[src/rtl/serial_sched.sv]
`default_nettype none
// ============================================================================
//  Module      : serial_sched
//  Description : Round-robin arbiter feeding an LSB-first serializer with a
//                prescaled bit strobe and first-bit frame marker.
//  Revision    : 1.0 - initial release
// ============================================================================
module serial_sched #(
    parameter int p_width = 8,
    parameter int p_ports = 4,
    parameter int p_div   = 4
) (
    input  logic                       i_clk,
    input  logic                       i_rst,
    input  logic [p_ports-1:0]         i_req,
    input  logic [p_ports*p_width-1:0] i_dat,
    output logic [p_ports-1:0]         o_ack,
    output logic                       o_val,
    output logic                       o_stp,
    output logic                       o_frm,
    output logic [$clog2(p_ports)-1:0] o_src,
    output logic                       o_bsy
);

    localparam int c_sw = $clog2(p_ports);
    localparam int c_cw = (p_div > 1) ? $clog2(p_div) : 1;
    localparam int c_bw = $clog2(p_width);

    localparam logic [c_sw-1:0] c_port_last = c_sw'(p_ports - 1);
    localparam logic [c_bw-1:0] c_bit_last  = c_bw'(p_width - 1);
    // Strobe is registered, so it is armed one count before the last.
    localparam logic [c_cw-1:0] c_div_pre   = c_cw'((p_div > 1) ? (p_div - 2) : 0);
    localparam logic            c_div_one   = (p_div == 1);

    typedef enum logic [0:0] {
        ST_IDLE  = 1'b0,
        ST_SHIFT = 1'b1
    } state_t;

    state_t             r_state;
    logic [c_sw-1:0]    r_last;
    logic [c_sw-1:0]    r_src;
    logic [p_ports-1:0] r_ack;
    logic               r_stp;
    logic               r_frm;
    logic               r_bsy;
    logic [c_cw-1:0]    r_cnt;
    logic [c_bw-1:0]    r_bit;
    logic [p_width-1:0] r_sh;

    logic [p_width-1:0] w_dat [p_ports];
    logic               w_gnt_vld;
    logic [c_sw-1:0]    w_gnt_idx;
    logic [c_sw-1:0]    w_cand;
    logic [p_ports-1:0] w_gnt_oh;

    generate
        for (genvar k = 0; k < p_ports; k++) begin : g_port
            assign w_dat[k]    = i_dat[k*p_width +: p_width];
            assign w_gnt_oh[k] = w_gnt_vld && (w_gnt_idx == c_sw'(k));
        end
    endgenerate

    // Walk from the farthest candidate to the nearest so the port just after
    // the last grant is the one left standing.
    always_comb begin
        w_gnt_vld = 1'b0;
        w_gnt_idx = '0;
        w_cand    = '0;
        for (int i = p_ports; i >= 1; i--) begin
            w_cand = c_sw'((int'(r_last) + i) % p_ports);
            if (i_req[w_cand]) begin
                w_gnt_vld = 1'b1;
                w_gnt_idx = w_cand;
            end
        end
    end

    always_ff @(posedge i_clk) begin
        if (i_rst) begin
            r_state <= ST_IDLE;
            r_last  <= c_port_last;
            r_src   <= '0;
            r_ack   <= '0;
            r_stp   <= 1'b0;
            r_frm   <= 1'b0;
            r_bsy   <= 1'b0;
            r_cnt   <= '0;
            r_bit   <= '0;
            r_sh    <= '0;
        end else begin
            r_ack <= '0;
            case (r_state)
                ST_IDLE: begin
                    if (w_gnt_vld) begin
                        r_state <= ST_SHIFT;
                        r_last  <= w_gnt_idx;
                        r_src   <= w_gnt_idx;
                        r_ack   <= w_gnt_oh;
                        r_bsy   <= 1'b1;
                        r_sh    <= w_dat[w_gnt_idx];
                        r_cnt   <= '0;
                        r_bit   <= '0;
                        r_stp   <= c_div_one;
                        r_frm   <= c_div_one;
                    end
                end
                ST_SHIFT: begin
                    if (r_stp) begin
                        r_sh  <= r_sh >> 1;
                        r_cnt <= '0;
                        r_frm <= 1'b0;
                        if (r_bit == c_bit_last) begin
                            r_state <= ST_IDLE;
                            r_bsy   <= 1'b0;
                            r_stp   <= 1'b0;
                            r_bit   <= '0;
                        end else begin
                            r_bit <= r_bit + 1'b1;
                            r_stp <= c_div_one;
                        end
                    end else begin
                        r_cnt <= r_cnt + 1'b1;
                        r_stp <= (r_cnt == c_div_pre);
                        r_frm <= (r_cnt == c_div_pre) && (r_bit == '0);
                    end
                end
                default: r_state <= ST_IDLE;
            endcase
        end
    end

    // The shift register drains to zero, so bit 0 is also 0 once idle.
    assign o_val = r_sh[0];
    assign o_ack = r_ack;
    assign o_stp = r_stp;
    assign o_frm = r_frm;
    assign o_src = r_src;
    assign o_bsy = r_bsy;

endmodule
`default_nettype wire
[config.mk]
export PLATFORM = sky130hd
export DESIGN_NAME = serial_sched
export DESIGN_NICKNAME = d
export VERILOG_FILES = /design/src/rtl/serial_sched.sv
export SDC_FILE = /design/constraint.sdc
export NUM_CORES = 1
export LEC_CHECK = 0
export CAP_MARGIN = 20
export CORE_UTILIZATION = 46
export CTS_CLUSTER_SIZE = 8
export DETAILED_ROUTE_END_ITERATION = 6
export PLACE_DENSITY = 0.81
export SYNTH_ARGS = -nofsm -noshare
export SYNTH_HDL_FRONTEND = slang
export SYNTH_SLANG_ARGS = --single-unit
[constraint.sdc]
create_clock -name i_clk -period 2.17 [get_ports i_clk]
set_clock_uncertainty 0.2 [all_clocks]
set_input_delay 0.434 -clock i_clk [delete_from_list [all_inputs] [get_ports i_clk]]
set_output_delay 0.434 -clock i_clk [all_outputs]
set_load 0.03 [all_outputs]
==> results_dict.tcl <==
set metrics [dict create \
    status "completed" \
    ir_drop_v 0.000286 \
    diodes 0 \
    final-hold-violation-count 0 \
    min_period_ns 2.05 \
    fp.dieH_um 60.0 \
    critPathBufInv 1 \
    leakage_nw 0.968 \
    htree_levels 1 \
    startpoint "r_sh[0]" \
    grt_pass1_vias 1414 \
    dp_cells 294 \
    whs_endpoint "o_frm" \
    cp_max_fo 3 \
    numPortBuffers 47 \
    fin_util_pct 72.4 \
    vias 1641 \
    seq_area_frac_synth_pct 32.3 \
    synth_commonest_cells "dfxtp_1 (25), nor2_1 (17), nand2_1 (15)" \
    synth_cell_type_count 42 \
    slew_headroom_pct 68.5 \
    fillCellCount 247 \
    ant_nets 0 \
    worst_pin_slew_ns 0.468 \
    drt-initial-drc-count 104 \
    finalCritPeriodShare_pct 94.6 \
    initial_core_util_pct 49.5 \
    design_area_mm2 0.00226 \
    critical_path_class "flop to output port" \
    rr_startpoint "r_last[0]" \
    fmax_ghz 0.487 \
    cp_top_family "buffers and inverters" \
    cts_root_buf "clkbuf_4" \
    finalMaxSlewViolations 0 \
    dr.pass1.iters 4 \
    cts_max_path_buffers 2 \
    grt_pass1_wl_um 6450 \
    cts_tree "yes" \
    place_congestion 0.821 \
    wl_um 3950 \
    synth_cells 192 \
    netlist.area_leader.share_pct 32.3 \
    row_count 20 \
    cts.sinks 25 \
    clkTransAtPathRegs_ns 0.13 \
    yosysMostFrequentCell "dfxtp_1" \
    gr-total-overflow 0 \
    cp_slowest_stage_delay_ns 0.69 \
    io_pins 48 \
    die-area_mm2 0.00360 \
    synth_edf_count 0 \
    fin_cells 299 \
    yosysWarnings 0 \
    drive_gt1_share_pct 15.3 \
    worstRegToRegCells 6 \
    syn_nets 234 \
    crit_chain "clkdlybuf4s50_1" \
    powerDensity_mw_per_mm2 516 \
    grt_start_max_net_pins 15 \
    worstPathRequired_ns 1.54 \
    clk_latency_ns 0.31 \
    synth-seq-cells 25 \
    core_mm2 0.00313 \
    dp_hpwl_um 3080 \
    cts_buffers 3 \
    setup_viol 0 \
    synth_top_area_cell "dfxtp_1" \
    avgSynthCellArea_um2 8.06 \
    dieWidth_um 60.0 \
    slowest_stage "clkdlybuf4s50_1" \
    antenna_found_initial 0 \
    drcViolationCount 0 \
    start_kind "flop" \
    postCtsHoldBufs 0 \
    timing.hold.worst_path_depth 2 \
    rsz0062_at_grt "false" \
    worstHoldStart "o_frm" \
    area_delta_synth_final_pct 46.3 \
    reg2reg_slack_ns 0.22 \
    via_per_inst 5.49 \
    arrival_ns 1.42 \
    synthFlopType "dfxtp_1" \
    place_area_mm2 0.00219 \
    layout.nets 298 \
    r2r-end "r_sh[2]" \
    synthTopCellsByArea "dfxtp_1 (32%), a21boi_0 (4.4%), nor2_1 (4.1%)" \
    synthesis.area_mm2 0.00155 \
    grt_usage_pct 23.9 \
    async_flop_share_pct 0 \
    endpoint_kind "output port" \
    cap_violations 0 \
    wl_per_cell_um 13.2 \
    hp-class "flop to flop" \
]
==> per-stage QoR <==
step	power [mW]	TNS, ns	hold WS [ns]	setup WS [ns]
2_1_floorplan	0.765	0	0.249	0.204
3_3_place_gp	0.945	-6.55	0.242	-0.472
3_5_place_dp	0.953	-6.96	0.245	-0.462
4_1_cts	1.16	0	0.261	0.00569
5_1_grt	1.24	0	0.289	0.0450
6_report	1.17	0	0.260	0.116
==> state kept, by name, summed over array words and instances (netlist names), 2 cells and up <==
register  count
o_ack         4
o_src         2
r_bit         3
r_cnt         2
r_last        2
r_sh          8
==> layer usage <==
| metal | vias up | routed length (um) | track usage [%] |
|---|---|---|---|
| met5 | - | 0 | 0 |
| met4 | 0 | 36 | 5.98 |
| met3 | 2 | 160 | 3.90 |
| li1 | 831 | - | - |
| met1 | 767 | 1850 | 32.8 |
| met2 | 41 | 1900 | 38.9 |
==> report_power, final <==
part / leakage (nW) / total, mW / internal [mW] / switching (mW)
Sequential: 0.205 / 0.537 / 0.498 / 0.0396
Clock: 0.0150 / 0.205 / 0.0718 / 0.133
Combinational: 0.748 / 0.425 / 0.231 / 0.194
Total: 0.968 / 1.17 / 0.801 / 0.367
==> final cells by class <==
| class | instances | area [um2] | share of cell area, % |
|---|---|---|---|
| Clock buffer | 4 | 26.3 | 1.16 |
| Inverter | 4 | 15.0 | 0.663 |
| Multi-Input combinational cell | 149 | 992 | 43.8 |
| Sequential cell | 25 | 502 | 22.2 |
| Tap cell | 44 | 55.1 | 2.43 |
| Timing Repair Buffer | 73 | 674 | 29.8 |
==> cell usage in the layout (no fill, tap or decap), types with 8 or more instances in the layout <==
master and instances:
dfxtp_1 24, a21boi_0 8, clkdlybuf4s50_1 42, buf_4 25
nor2_1 16, nand2_1 15, a21oi_1 11, o21ai_0 12
==> worst max path at each step <==
| stage | endpoint | cells after the start |
|---|---|---|
| final | o_val | 1 |
| after global routing | r_sh[6] | 6 |
| after CTS | r_sh[3] | 7 |
| after detailed placement | r_sh[2] | 7 |
| after global placement | r_sh[2] | 7 |
| after floorplan | r_sh[3] | 6 |
==> cells by family after synthesis <==
kind of cell / Yosys count / synth area share, %
AOI/OAI and AO/OA: 69 / 31.6
and+or+nand+nor: 74 / 25.9
buffers and inverters: 18 / 5.66
DFF: 25 / 32.3
adders and majority gates: 4 / 3.23
muxes: 2 / 1.29
==> repair_timing <==
item / in CTS / in global routing
pin swaps: 0 / 4
resized for setup: 6 / 12
gates cloned: 0 / 0
buffers inserted: 0 / 1
endpoints found under the setup margin: 8 / 10
No activity file was read; power rests on OpenSTA's default activity.
